<file path="src/rtl/shift_arbiter.sv">
// rtl/shift_arbiter.sv - two-requester arbiter sharing one combinational 32-bit shifter
// Optional macro SHIFT_ARB_FIXED_PRIO_EN: requester 0 always wins simultaneous requests.
module shift_arbiter #(
  parameter int DATA_WIDTH  = 32,
  parameter int SHAMT_WIDTH = 5
) (
  input  logic                   clk,
  input  logic                   resetn,
  input  logic                   req0_valid,
  output logic                   req0_ready,
  input  logic [DATA_WIDTH-1:0]  req0_A,
  input  logic [SHAMT_WIDTH-1:0] req0_B,
  input  logic [1:0]             req0_op,
  output logic                   resp0_valid,
  input  logic                   resp0_ready,
  output logic [DATA_WIDTH-1:0]  resp0_result,
  input  logic                   req1_valid,
  output logic                   req1_ready,
  input  logic [DATA_WIDTH-1:0]  req1_A,
  input  logic [SHAMT_WIDTH-1:0] req1_B,
  input  logic [1:0]             req1_op,
  output logic                   resp1_valid,
  input  logic                   resp1_ready,
  output logic [DATA_WIDTH-1:0]  resp1_result,
  output logic [DATA_WIDTH-1:0]  sh_A,
  output logic [SHAMT_WIDTH-1:0] sh_B,
  output logic [1:0]             sh_Shiftop,
  input  logic [DATA_WIDTH-1:0]  sh_Result
);

  typedef enum logic [1:0] {
    ST_IDLE = 2'd0,
    ST_EXEC = 2'd1,
    ST_RESP = 2'd2
  } state_t;

  state_t                 state;
  state_t                 state_next;
  logic                   owner;
  logic                   owner_next;
  logic                   any_valid;
  logic                   winner;
  logic                   fire;
  logic                   take;
  logic [DATA_WIDTH-1:0]  a_reg;
  logic [SHAMT_WIDTH-1:0] b_reg;
  logic [1:0]             op_reg;
  logic [DATA_WIDTH-1:0]  result_reg;

`ifdef SHIFT_ARB_FIXED_PRIO_EN
  // Requester 0 wins whenever it is asking; requester 1 only when 0 is silent.
  always_comb begin
    any_valid = req0_valid | req1_valid;
    winner    = ~req0_valid;
  end
`else
  logic ptr;

  // On a tie the pointer decides; otherwise whichever requester is asking wins.
  always_comb begin
    any_valid = req0_valid | req1_valid;
    if (req0_valid && req1_valid) begin
      winner = ptr;
    end else begin
      winner = ~req0_valid;
    end
  end

  // After a response is taken the other requester gets priority on the next tie.
  always_ff @(posedge clk or negedge resetn) begin
    if (!resetn) begin
      ptr <= 1'b0;
    end else if (take) begin
      ptr <= ~owner;
    end
  end
`endif

  // Next-state and handshake outputs; readies are held low while reset is asserted.
  always_comb begin
    state_next  = state;
    owner_next  = owner;
    fire        = 1'b0;
    take        = 1'b0;
    req0_ready  = 1'b0;
    req1_ready  = 1'b0;
    resp0_valid = 1'b0;
    resp1_valid = 1'b0;
    case (state)
      ST_IDLE: begin
        if (resetn && any_valid) begin
          fire       = 1'b1;
          req0_ready = ~winner;
          req1_ready = winner;
          owner_next = winner;
          state_next = ST_EXEC;
        end
      end
      ST_EXEC: begin
        state_next = ST_RESP;
      end
      ST_RESP: begin
        resp0_valid = ~owner;
        resp1_valid = owner;
        take        = owner ? resp1_ready : resp0_ready;
        if (take) begin
          state_next = ST_IDLE;
        end
      end
      default: begin
        state_next = ST_IDLE;
      end
    endcase
  end

  // State and owner registers.
  always_ff @(posedge clk or negedge resetn) begin
    if (!resetn) begin
      state <= ST_IDLE;
      owner <= 1'b0;
    end else begin
      state <= state_next;
      owner <= owner_next;
    end
  end

  // Operands are captured from the winner so the requester may move on after the handshake.
  always_ff @(posedge clk or negedge resetn) begin
    if (!resetn) begin
      a_reg  <= '0;
      b_reg  <= '0;
      op_reg <= '0;
    end else if (fire) begin
      a_reg  <= winner ? req1_A  : req0_A;
      b_reg  <= winner ? req1_B  : req0_B;
      op_reg <= winner ? req1_op : req0_op;
    end
  end

  // The shifter output is sampled at the end of the single execute cycle.
  always_ff @(posedge clk or negedge resetn) begin
    if (!resetn) begin
      result_reg <= '0;
    end else if (state == ST_EXEC) begin
      result_reg <= sh_Result;
    end
  end

  // The shared shifter always sees the operand registers; both result ports show the result register.
  always_comb begin
    sh_A         = a_reg;
    sh_B         = b_reg;
    sh_Shiftop   = op_reg;
    resp0_result = result_reg;
    resp1_result = result_reg;
  end

endmodule

</file>
<file path="config.mk">
export PLATFORM = sky130hd
export DESIGN_NAME = shift_arbiter
export DESIGN_NICKNAME = d
export VERILOG_FILES = /design/src/rtl/shift_arbiter.sv
export SDC_FILE = /design/constraint.sdc
export NUM_CORES = 1
export LEC_CHECK = 0
export CAP_MARGIN = 0
export CORE_MARGIN = 4
export CORE_UTILIZATION = 42
export CTS_BUF_LIST = sky130_fd_sc_hd__clkbuf_8
export DETAILED_ROUTE_END_ITERATION = 16
export GPL_TIMING_DRIVEN = 0
export PLACE_DENSITY = 0.95
export SLEW_MARGIN = 5
export SYNTH_ARGS = -nofsm -noshare
export SYNTH_HDL_FRONTEND = slang
export SYNTH_SLANG_ARGS = --single-unit
</file>
<file path="constraint.sdc">
create_clock -name clk -period 3.1 [get_ports clk]
set_clock_uncertainty 0.2 [all_clocks]
set_input_delay 0.62 -clock clk [delete_from_list [all_inputs] [get_ports clk]]
set_output_delay 0.62 -clock clk [all_outputs]
set_load 0.05 [all_outputs]
</file>
==> summary.txt <==
status = completed
vias in the first global route = 3578
R2R Path End = sh_A[16]$_DFFE_PN0P_
final setup violation count = 0
Static Leak = 2.64 nW
Startpoint Class = input port
reg2reg path depth = 4
initial core utilization = 42.9%
Via density = 5.11
first-pass GRT wire length = 18200 microns
Area Overhead vs Synth = 69.6%
clock sink count = 75
Site Rows = 34
internal reg-to-reg setup slack = 1.24 ns
antenna violations before repair = 0
Netlist cell types = 21
synthesized area = 0.00372 sq mm
Synth Register Bits = 75
Die Span Y = 102 microns
critical path launch point = req0_valid
gr usage total = 22.9%
Buffers & Inverters on Critical Path = 3
Critical Path AT = 2.10 ns
Max Cap Viol = 0
Final period util = 94.1%
WL/cell = 18.6 microns
Final #Nets = 655
worst stage delay on the critical path = 0.49 ns
Worst EP required = 2.28 ns
Iteration-0 DRC Markers = 93
deepest clock path buffer count = 2
die area = 0.0104 sq mm
Post-Syn Nets = 421
crit path to = req1_ready
grt total ovfl = 0
Core Area = 0.00868 sq mm
critical path depth in cells = 5
Post-DP HPWL = 9470 microns
worst skew pair latency = 0.33 ns
most common cell after layout, fill and taps aside = clkdlybuf4s50_1
via count = 3331
critical path type = input port to output pin
IO Pins = 223
fin. max-slew vios = 0
final hold violation count = 0
post-synthesis area per instance = 12.2 sq um
Place WS = -0.432 ns
Top delay family on crit path = buffers and inverters
drt pass-1 iters = 4
HP Class = input port to asynchronous set/reset pin
Inserted Clock Buffers = 9
post-CTS setup-driven buffer insertion count = 0
n_diodes = 0
RSZ-0062 raised after global routing = no
worst vdd ir = 0.586 mV
Slew HR = 62.0%
CP Cell Sequence = clkdlybuf4s50_1 > nor2b_2 > buf_4 > nor3b_2 > clkdlybuf4s15_2
Routed Antenna Nets = 0
die width = 102 microns
clock slew at reported path FFs = 0.08 ns
pwr/cell area = 1240 mW/mm^2
layout cells sized above 1 = 26.5%
largest net degree at the start of global routing = 45
Final Worst Setup Slack = 0.183 ns
placed cell areas = 0.00609 sq mm
Tmin final = 2.92 ns
CTS Root Cell = clkbuf_8
Yosys warnings = 0
commonest non-fill, non-tap cells in the layout = clkdlybuf4s50_1 (218), dfrtp_1 (75), nand2_1 (40)
I/O Buffers = 221
DRC = 0
Crit. End Element = output pin
Cells after Synth = 305
Seq/Total Area, Yosys = 50.4%
Fmax = 343 MHz
origin of the critical flop-to-flop path = state[0]$_DFFE_PN0P_
CTS tree = done
post-route cell area = 0.00632 sq mm
WL final = 12100 microns
critical path fanouts, max = 10
GPL Wtd Cong = 0.738
slowest cell on the critical path = clkdlybuf4s50_1
htree depth = 3
Least-Margin Pin Slew = 0.570 ns
==> stage by stage <==
step / utilization [%] / cells / total power [mW] / hold slack [ns] / setup TNS (ns)
final: 72.8 / 652 / 7.84 / 0.0429 / 0
after global placement: 70.0 / 634 / 7.00 / 0.294 / -185.76
after detailed placement: 70.2 / 635 / 7.13 / 0.295 / -0.798
after global routing: 72.8 / 652 / 8.16 / 0.0323 / 0
after CTS: 72.8 / 652 / 7.89 / 0.0326 / 0
after floorplan: - / 305 / 5.31 / 0.124 / 0
==> worst min-delay path by stage <==
stage,from,end,slack [ns],cells past startpoint
2_1_floorplan,resetn,owner$_DFFE_PN0P_,0.12,0
3_3_place_gp,sh_Shiftop[0]$_DFFE_PN0P_,sh_Shiftop[0]$_DFFE_PN0P_,0.29,1
3_5_place_dp,sh_A[29]$_DFFE_PN0P_,sh_A[29]$_DFFE_PN0P_,0.29,1
4_1_cts,resetn,resp0_result[13]$_DFFE_PN0N_,0.03,2
5_1_grt,resetn,resp0_result[13]$_DFFE_PN0N_,0.03,2
6_report,resetn,resp0_result[13]$_DFFE_PN0N_,0.04,2
==> Yosys cell counts (all sizes together) <==
master	count	area share, %
nor3	39	10
dfrtp	75	50
and3	1	0.17
mux2	32	9.7
nand2	40	4.0
a31oi	1	0.17
nor2b	1	0.17
a221o	39	10
nor3b	2	0.40
or3b	1	0.24
clkbuf	8	0.81
buf	51	11
a21oi	2	0.27
nand2b	1	0.17
or2b	1	0.20
o21ai	4	0.54
nor2	3	0.30
inv	4	0.40
==> state kept, by name, summed over array words and instances, names as in the netlist <==
| register | flops |
|---|---|
| ptr | 1 |
| state | 2 |
| sh_Shiftop | 2 |
| resp0_result | 32 |
| owner | 1 |
| sh_B | 5 |
| sh_A | 32 |
==> cell families after synthesis <==
| group | count (synthesis) | synth area share (%) |
|---|---|---|
| AND/OR/NAND/NOR | 89 | 16.2 |
| flip-flops | 75 | 50.4 |
| multiplexers | 32 | 9.68 |
| buffers and inverters | 63 | 12.3 |
| AO/OA/AOI/OAI | 46 | 11.5 |
==> power by group <==
part,switching (mW),internal [mW]
Combinational,3.28,2.02
Sequential,0.352,1.45
Clock,0.346,0.387
==> per-layer routing <==
| layer | track usage (%) | vias up | routed length, microns |
|---|---|---|---|
| met5 | 0 | - | 0 |
| met1 | 24.2 | 1621 | 4390 |
| li1 | - | 1539 | - |
| met2 | 43.0 | 156 | 6550 |
| met4 | 7.57 | 0 | 156 |
| met3 | 7.03 | 15 | 1030 |
==> cell type report <==
| cell class | count | area (sq um) |
|---|---|---|
| Fill cell | 596 | 2360 |
| Inverter | 4 | 15.0 |
| Tap cell | 108 | 135 |
| Sequential cell | 75 | 1880 |
| Buffer | 59 | 443 |
| Timing Repair Buffer | 223 | 2260 |
| Multi-Input combinational cell | 167 | 1400 |
| Clock buffer | 10 | 138 |
| Clock inverter | 6 | 56.3 |
==> what timing repair did <==
item                                   in CTS  in global routing
gates resized for setup                     7                  1
endpoints found under the hold margin      31                  0
hold buffers                                1                  0
gates cloned                                0                  0
setup endpoints to repair                   2                  1
Power figures use the tool's default switching activity.
